===== src/rtl/rsa_pkg.sv =====
// rsa_pkg: shared state encoding and timing helpers for the modular-exponentiation
// engine and its restoring reducer.
package rsa_pkg;

    localparam int DEFAULT_WIDTH     = 16;
    localparam int DEFAULT_EXP_WIDTH = 16;

    // Cycles one restoring reduction takes at the default operand width.
    localparam int RED_CYCLES = 2 * DEFAULT_WIDTH;

    typedef enum logic [2:0] {
        IDLE,
        LOAD,
        RED_BASE,
        MUL,
        SQR,
        DONE
    } state_t;

    // Accept-to-done cycle count of the constant-time build: LOAD and DONE
    // plus one base reduction and two reductions per exponent bit.
    function automatic int modexp_latency(input int width, input int exp_width);
        return 2 + 2 * width * (2 * exp_width + 1);
    endfunction

endpackage


===== src/rtl/rsa_modexp_engine_if.sv =====
// rsa_modexp_engine_if: start/ready/done request bus of the modexp engine.
// The requester uses the master modport, the engine the slave modport.
interface rsa_modexp_engine_if #(
    parameter int WIDTH     = 16,
    parameter int EXP_WIDTH = 16
) ();

    logic                 start;
    logic [WIDTH-1:0]     base_in;
    logic [EXP_WIDTH-1:0] exp_in;
    logic [WIDTH-1:0]     mod_in;
    logic                 ready;
    logic                 done;
    logic [WIDTH-1:0]     result;
    logic                 err;

    modport master (
        output start, base_in, exp_in, mod_in,
        input  ready, done, result, err
    );

    modport slave (
        input  start, base_in, exp_in, mod_in,
        output ready, done, result, err
    );

endinterface


===== src/rtl/rsa_mod_reduce.sv =====
// rsa_mod_reduce: sequential restoring reducer, rem = operand mod modulus.
// One shift-subtract step per cycle, operand MSB first. The go cycle performs
// the first step, so valid pulses exactly 2*WIDTH cycles after go. A new go
// may be issued in the valid cycle (back-to-back reductions). modulus must be
// held stable for the whole reduction and must be non-zero.
module rsa_mod_reduce #(
    parameter int WIDTH = 16
) (
    input  logic               clk,
    input  logic               rst,
    input  logic               go,
    input  logic [2*WIDTH-1:0] operand,
    input  logic [WIDTH-1:0]   modulus,
    output logic               busy,
    output logic               valid,
    output logic [WIDTH-1:0]   rem
);

    localparam int STEPS = 2 * WIDTH;
    localparam int CNT_W = $clog2(STEPS);

    logic [2*WIDTH-1:0] op_sh;
    logic [WIDTH-1:0]   rem_q;
    logic [CNT_W-1:0]   cnt;
    logic               busy_q;
    logic               valid_q;

    // One restoring step: shift the next operand bit into the partial
    // remainder and subtract the modulus when it fits. The partial remainder
    // stays below the modulus, so WIDTH+1 bits cover the shifted value.
    function automatic logic [WIDTH-1:0] red_step(
        input logic [WIDTH-1:0] r,
        input logic             in_bit,
        input logic [WIDTH-1:0] n
    );
        logic [WIDTH:0] t;
        logic [WIDTH:0] d;
        t = {r, in_bit};
        d = t - {1'b0, n};
        red_step = (t >= {1'b0, n}) ? d[WIDTH-1:0] : t[WIDTH-1:0];
    endfunction

    // Step sequencer: go loads the operand and does step one, the remaining
    // steps run while busy, and the last step raises the one-cycle valid.
    // NOTE: sequential state uses non-blocking assignments so every register
    // samples pre-edge values regardless of statement order.
    always_ff @(posedge clk or posedge rst) begin
        if (rst) begin
            op_sh   <= '0;
            rem_q   <= '0;
            cnt     <= '0;
            busy_q  <= 1'b0;
            valid_q <= 1'b0;
        end else begin
            valid_q <= 1'b0;
            if (go) begin
                rem_q  <= red_step('0, operand[2*WIDTH-1], modulus);
                op_sh  <= {operand[2*WIDTH-2:0], 1'b0};
                cnt    <= CNT_W'(STEPS - 1);
                busy_q <= 1'b1;
            end else if (busy_q) begin
                rem_q <= red_step(rem_q, op_sh[2*WIDTH-1], modulus);
                op_sh <= {op_sh[2*WIDTH-2:0], 1'b0};
                cnt   <= cnt - CNT_W'(1);
                if (cnt == CNT_W'(1)) begin
                    busy_q  <= 1'b0;
                    valid_q <= 1'b1;
                end
            end
        end
    end

    assign busy  = busy_q;
    assign valid = valid_q;
    assign rem   = rem_q;

endmodule


===== src/rtl/rsa_modexp_engine.sv =====
// rsa_modexp_engine: result = base^exponent mod modulus by right-to-left
// square-and-multiply over a shared restoring reducer.
// Optional feature macro RSA_MODEXP_EARLY_TERM_EN: when defined, the engine
// finishes as soon as the remaining exponent bits are all zero (variable
// latency, same results). When undefined, every exponent bit is processed and
// the latency is constant: 2 + 2*WIDTH*(2*EXP_WIDTH+1) cycles from accept.
module rsa_modexp_engine
    import rsa_pkg::*;
#(
    parameter int WIDTH     = DEFAULT_WIDTH,
    parameter int EXP_WIDTH = DEFAULT_EXP_WIDTH
) (
    input logic                clk,
    input logic                rst,
    rsa_modexp_engine_if.slave bus
);

    localparam int                IDX_W    = $clog2(EXP_WIDTH) + 1;
    localparam logic [IDX_W-1:0]  IDX_LAST = IDX_W'(EXP_WIDTH - 1);

    state_t state;
    state_t state_nx;

    // Operands captured at accept; exp_sh shifts right once per SQR so that
    // exp_sh[0] is always exp[idx].
    logic [WIDTH-1:0]     base_r;
    logic [WIDTH-1:0]     mod_r;
    logic [EXP_WIDTH-1:0] exp_sh;
    logic [IDX_W-1:0]     idx;

    // Working values, both kept below the modulus once RED_BASE completes.
    logic [WIDTH-1:0]     acc;
    logic [WIDTH-1:0]     b;
    logic [WIDTH-1:0]     acc_nx;
    logic [WIDTH-1:0]     b_nx;
    logic [WIDTH-1:0]     mul_a;
    logic [2*WIDTH-1:0]   product;

    logic [WIDTH-1:0]     result_q;
    logic                 err_q;
    logic                 done_q;

    logic                 ready_int;
    logic                 accept;
    logic                 mod_bad;
    logic                 finish_base;
    logic                 finish_sqr;

    logic                 red_go;
    logic [2*WIDTH-1:0]   red_operand;
    logic                 red_busy;
    logic                 red_valid;
    logic [WIDTH-1:0]     red_rem;

    assign ready_int = (state == IDLE) && !red_busy;
    assign accept    = bus.start && ready_int;
    assign mod_bad   = (mod_r < WIDTH'(2));

`ifdef RSA_MODEXP_EARLY_TERM_EN
    // Stop once no set exponent bit is left to multiply in.
    assign finish_base = (exp_sh == '0);
    assign finish_sqr  = (idx == IDX_LAST) || ((exp_sh >> 1) == '0);
`else
    assign finish_base = 1'b0;
    assign finish_sqr  = (idx == IDX_LAST);
`endif

    // State register.
    always_ff @(posedge clk or posedge rst) begin
        if (rst) begin
            state <= IDLE;
        end else begin
            state <= state_nx;
        end
    end

    // Next-state logic and reducer launch; a new reduction starts in the
    // valid cycle of the previous one so the reducer never idles mid-run.
    // NOTE: every signal written here gets a default first, so no path
    // leaves a value unassigned and no latch is inferred.
    always_comb begin
        state_nx = state;
        red_go   = 1'b0;
        case (state)
            IDLE: begin
                if (accept) begin
                    state_nx = LOAD;
                end
            end
            LOAD: begin
                if (mod_bad) begin
                    state_nx = DONE;
                end else begin
                    red_go   = 1'b1;
                    state_nx = RED_BASE;
                end
            end
            RED_BASE: begin
                if (red_valid) begin
                    if (finish_base) begin
                        state_nx = DONE;
                    end else begin
                        red_go   = 1'b1;
                        state_nx = MUL;
                    end
                end
            end
            MUL: begin
                if (red_valid) begin
                    red_go   = 1'b1;
                    state_nx = SQR;
                end
            end
            SQR: begin
                if (red_valid) begin
                    if (finish_sqr) begin
                        state_nx = DONE;
                    end else begin
                        red_go   = 1'b1;
                        state_nx = MUL;
                    end
                end
            end
            DONE: begin
                state_nx = IDLE;
            end
            default: begin
                state_nx = IDLE;
            end
        endcase
    end

    // Values acc and b take once the finishing reduction commits; the next
    // operand is formed from them so chained reductions see fresh data.
    always_comb begin
        acc_nx = acc;
        b_nx   = b;
        if (red_valid) begin
            case (state)
                RED_BASE, SQR: b_nx = red_rem;
                MUL:           if (exp_sh[0]) acc_nx = red_rem;
                default:       ;
            endcase
        end
    end

    // After MUL comes SQR (b*b); after RED_BASE or SQR comes MUL (acc*b).
    assign mul_a       = (state == MUL) ? b_nx : acc_nx;
    assign product     = {{WIDTH{1'b0}}, mul_a} * {{WIDTH{1'b0}}, b_nx};
    assign red_operand = (state == LOAD) ? {{WIDTH{1'b0}}, base_r} : product;

    // Operand capture, working-value updates and registered outputs.
    always_ff @(posedge clk or posedge rst) begin
        if (rst) begin
            base_r   <= '0;
            mod_r    <= '0;
            exp_sh   <= '0;
            idx      <= '0;
            acc      <= '0;
            b        <= '0;
            result_q <= '0;
            err_q    <= 1'b0;
            done_q   <= 1'b0;
        end else begin
            done_q <= 1'b0;
            case (state)
                IDLE: begin
                    if (accept) begin
                        base_r <= bus.base_in;
                        exp_sh <= bus.exp_in;
                        mod_r  <= bus.mod_in;
                    end
                end
                LOAD: begin
                    acc <= WIDTH'(1);
                    b   <= '0;
                    idx <= '0;
                end
                RED_BASE: begin
                    if (red_valid) begin
                        b <= b_nx;
                    end
                end
                MUL: begin
                    if (red_valid) begin
                        acc <= acc_nx;
                    end
                end
                SQR: begin
                    if (red_valid) begin
                        b      <= b_nx;
                        idx    <= idx + IDX_W'(1);
                        exp_sh <= exp_sh >> 1;
                    end
                end
                DONE: begin
                    done_q   <= 1'b1;
                    err_q    <= mod_bad;
                    result_q <= mod_bad ? '0 : acc;
                end
                default: ;
            endcase
        end
    end

    rsa_mod_reduce #(
        .WIDTH (WIDTH)
    ) u_reduce (
        .clk     (clk),
        .rst     (rst),
        .go      (red_go),
        .operand (red_operand),
        .modulus (mod_r),
        .busy    (red_busy),
        .valid   (red_valid),
        .rem     (red_rem)
    );

    assign bus.ready  = ready_int;
    assign bus.done   = done_q;
    assign bus.result = result_q;
    assign bus.err    = err_q;

endmodule

===== src/flat_wrapper.sv =====
// flat-port wrapper written by rule: the top's interface ports become plain ports
module rsa_modexp_engine_flat import rsa_pkg::*;
#(
    parameter int WIDTH     = DEFAULT_WIDTH,
    parameter int EXP_WIDTH = DEFAULT_EXP_WIDTH
)
  (clk, rst, bus_start, bus_base_in, bus_exp_in, bus_mod_in, bus_ready, bus_done, bus_result, bus_err);
  rsa_modexp_engine_if #(.WIDTH(WIDTH), .EXP_WIDTH(EXP_WIDTH)) bus_i ();
  input logic clk;
  input logic rst;
  input wire logic [$bits(bus_i.start)-1:0] bus_start;
  input wire logic [$bits(bus_i.base_in)-1:0] bus_base_in;
  input wire logic [$bits(bus_i.exp_in)-1:0] bus_exp_in;
  input wire logic [$bits(bus_i.mod_in)-1:0] bus_mod_in;
  output wire logic [$bits(bus_i.ready)-1:0] bus_ready;
  output wire logic [$bits(bus_i.done)-1:0] bus_done;
  output wire logic [$bits(bus_i.result)-1:0] bus_result;
  output wire logic [$bits(bus_i.err)-1:0] bus_err;
  assign bus_i.start = bus_start;
  assign bus_i.base_in = bus_base_in;
  assign bus_i.exp_in = bus_exp_in;
  assign bus_i.mod_in = bus_mod_in;
  assign bus_ready = bus_i.ready;
  assign bus_done = bus_i.done;
  assign bus_result = bus_i.result;
  assign bus_err = bus_i.err;
  rsa_modexp_engine #(.WIDTH(WIDTH), .EXP_WIDTH(EXP_WIDTH)) u_core (.clk(clk), .rst(rst), .bus(bus_i));
endmodule

===== config.mk =====
export PLATFORM = sky130hd
export DESIGN_NAME = rsa_modexp_engine_flat
export DESIGN_NICKNAME = d
export VERILOG_FILES = /design/src/rtl/rsa_pkg.sv /design/src/rtl/rsa_modexp_engine_if.sv /design/src/rtl/rsa_mod_reduce.sv /design/src/rtl/rsa_modexp_engine.sv /design/src/flat_wrapper.sv
export SDC_FILE = /design/constraint.sdc
export NUM_CORES = 1
export LEC_CHECK = 0
export BUFFER_PORTS_ARGS = -buffer_cell sky130_fd_sc_hd__buf_2
export CAP_MARGIN = 20
export CELL_PAD_IN_SITES_DETAIL_PLACEMENT = 1
export CELL_PAD_IN_SITES_GLOBAL_PLACEMENT = 2
export CORE_ASPECT_RATIO = 1.75
export CORE_MARGIN = 2
export CORE_UTILIZATION = 25
export DETAILED_ROUTE_END_ITERATION = 12
export GPL_TIMING_DRIVEN = 0
export PLACE_DENSITY_LB_ADDON = 0.08
export SYNTH_ARGS = -nofsm -noshare
export SYNTH_HDL_FRONTEND = slang
export SYNTH_HIERARCHICAL = 1
export SYNTH_SLANG_ARGS = --single-unit

===== constraint.sdc =====
create_clock -name clk -period 13.01 [get_ports clk]
set_input_delay 1.301 -clock clk [delete_from_list [all_inputs] [get_ports clk]]
set_output_delay 1.301 -clock clk [all_outputs]
set_load 0.005 [all_outputs]

==> reports/metrics.cfg <==
[route]
vias = 14200
ant_nets = 0
routedWlPerCell_um = 23.0
via_per_inst = 4.77
dr.pass1.iters = 4
post-route-drc-count = 0
drt_iter0_drc = 479
wl_um = 68400

[critical_path]
critPathBufInv = 10
cp-end-kind = flop
cp.arrival_ns = 10.71
start_kind = flop
slowest_stage = a31oi_1
cp.required_ns = 13.32
slowest_delay_ns = 0.70
crit_type = flop to flop
crit_top_cell = fa_1
crit_family = adder cells
crit_fanout = 10

[clocking]
clkTransAtPathRegs_ns = 0.08
numCtsBuffers = 17
cts_buffer_depth = 2
cts_root_buf = clkbuf_16
cts_resized = 0
htree_levels = 4
cts.sinks = 160
cts_tree = done
cts_setup_buffers = 0
cts_hold_buf = 0
insertion_delay_ns = 0.48

[synth]
async_flop_share_pct = 100
yosysTopAreaCell = dfrtp_1
syn-num-nets = 2339
synthFlopType = dfrtp_1
postSynthAreaPerCell_sq_um = 8.84
synth_area_leaders = dfrtp_1 23%, fa_1 22%, ha_1 9.1%
synth_cells = 1967
yosys_warnings = 6
synth-edff-count = 0
synth_cell_type_count = 82
synth_area_sq_um = 17400
synth_seq_cells = 160
synth_top_area_share_pct = 23.0
seq_area_frac_synth_pct = 23.0

[placement]
post-place-ws_ns = 2.52
dpl.hpwl_um = 57500
placed_area_sq_um = 18900
place_congestion = 0.848
portBuffers = 69
dpl.cell_count = 2944

[layout]
n_antenna_cell = 0
layout_commonest_cell = nand2_1
design_area_sq_um = 19500
layout_common_cells = 323 x nand2_1, 270 x inv_1, 195 x fa_1, 168 x nor2_1, 160 x dfrtp_1
fin_cells = 2977
nNetsFinal = 2433
area_delta_synth_final_pct = 12.3
drive_above_1_share_pct = 11.7

[power]
finalPower_mw = 4.79
power_leakage_nw = 9.16
ir_worst_vdd_uv = 160
powerDensity_nw_per_um2 = 245

[floorplan]
dieArea_sq_um = 71700
initial_utilization_pct = 25.3
rows = 127
io_pins = 70
die_w_um = 203
die_y_um = 353
fp.coreArea_sq_um = 68600

[global_route]
grt_usage_pct = 19.9
grt_pass1_vias = 16400
grt_max_degree = 88
grt_first_pass_wirelength_um = 105000
grt_use_met3_pct = 1.45
antenna_found_initial = 0
grtUsageMet1_pct = 21.4
top_usage_layer = met2
overflow = 0
globalRouteMet2Util_pct = 39.4

[timing]
fin_crit_sh_pct = 80.0
rsz0062_at_grt = false
fmax_ghz = 0.0961
fin_skew_ns = 0.0103
slew_headroom_pct = 33.8
finalHoldViolations = 0
finalSetupViolations = 0
maxSlewViolCount = 0
finalCriticalPeriod_ns = 10.40
finalSetupTns_ns = 0
worst_slack_ns = 2.61
worst_pin_slew_ns = 0.982

[hold_path]
hold_path.class = flop to flop

[flow_run]
maxCapViolations = 0

[run_status]
outcome = complete, no violations

## logic make-up (layout without fill, tap and decap cells)
logic type | after synthesis | after routing | synth area share [%]
DFF | 160 | 160 | 23.0
xor gates and xnor gates | 32 | 32 | 1.61
AOI/OAI and AO/OA | 342 | 342 | 12.5
adders and majority gates | 321 | 321 | 31.5
buffers and inverters | 368 | 475 | 8.54
muxes | 118 | 118 | 7.36
and+or+nand+nor | 626 | 626 | 15.4
## state kept, by name (all words and copies together), names as in the netlist, 3 cells and up
name                   count
u_core/u_reduce/cnt        5
u_core/idx                 5
u_core/state               3
u_core/exp_sh             16
u_core/u_reduce/op_sh     31
u_core/mod_r              16
u_core/b                  16
u_core/acc                16
u_core/u_reduce/rem       16
u_core/base_r             16
u_core/bus.result         16
## path summary, 6_finish.rpt
| kind | start | to | slack (ns) | cells after the start |
|---|---|---|---|---|
| setup / recovery | u_core/state[2] | u_core/u_reduce/rem[15] | 2.61 | 34 |
| hold / removal | u_core/bus.result[10] | u_core/bus.result[10] | 0.48 | 2 |
| setup reg to reg | u_core/state[2] | u_core/u_reduce/rem[15] | 2.61 | 34 |
| hold reg to reg | u_core/bus.result[10] | u_core/bus.result[10] | 0.48 | 2 |
| max in group asynchronous | rst | u_core/bus.result[7] | 11.47 | 3 |
| min in group asynchronous | rst | u_core/base_r[12] | 0.77 | 2 |
## Yosys cell counts (8+ instances only)
cell type / instances
dfrtp_1: 160
xor2_1: 14
nand3_1: 21
clkbuf_1: 40
buf_2: 39
a31oi_1: 17
nor4_1: 16
and3_1: 14
xnor2_1: 18
mux2_2: 45
a21oi_1: 58
nor2_1: 168
mux2i_2: 8
a21o_1: 21
nor3_1: 28
inv_1: 272
fa_1: 195
o21ai_0: 132
ha_1: 126
mux2i_1: 62
nand2_1: 323
a22o_1: 15
nand4_1: 10
o21a_1: 15
nand2b_1: 10
## report_power, final
group,switching [mW],internal [mW]
combinational,2.25,1.18
clock,0.257,0.261
sequential,0.193,0.645
## through the flow
step	hold WS [ns]	util, %
after floorplan	0.442	-
after global placement	0.462	27.5
after detailed placement	0.470	27.6
after CTS	0.490	28.4
after global routing	0.511	28.4
final	0.481	28.4
## layer usage
metal,share of wire (%),wire [um]
met5,0,0
met4,3.4,2340
met3,1.4,979
met2,57,38700
met1,38,26300
## worst reg2reg max path, delay by kind of cell, from the launching register on
family                     cells  cell delay, ns
adders and majority gates      9            3.75
AOI/OAI and AO/OA              8            2.77
buffers and inverters         10            1.80
and+or+nand+nor                7            1.59
DFF                            1            0.36
## final cells by class
class	count	area, sq um
clock buffers	18	439
repair buffers	75	423
plain buffers	95	459
well taps	903	1130
flip-flops and latches	160	4000
multi-input cells	1439	11900
fillers	8142	49100
clock inverters	14	144
inverters	273	1030
No activity file was read; power rests on OpenSTA's default activity.
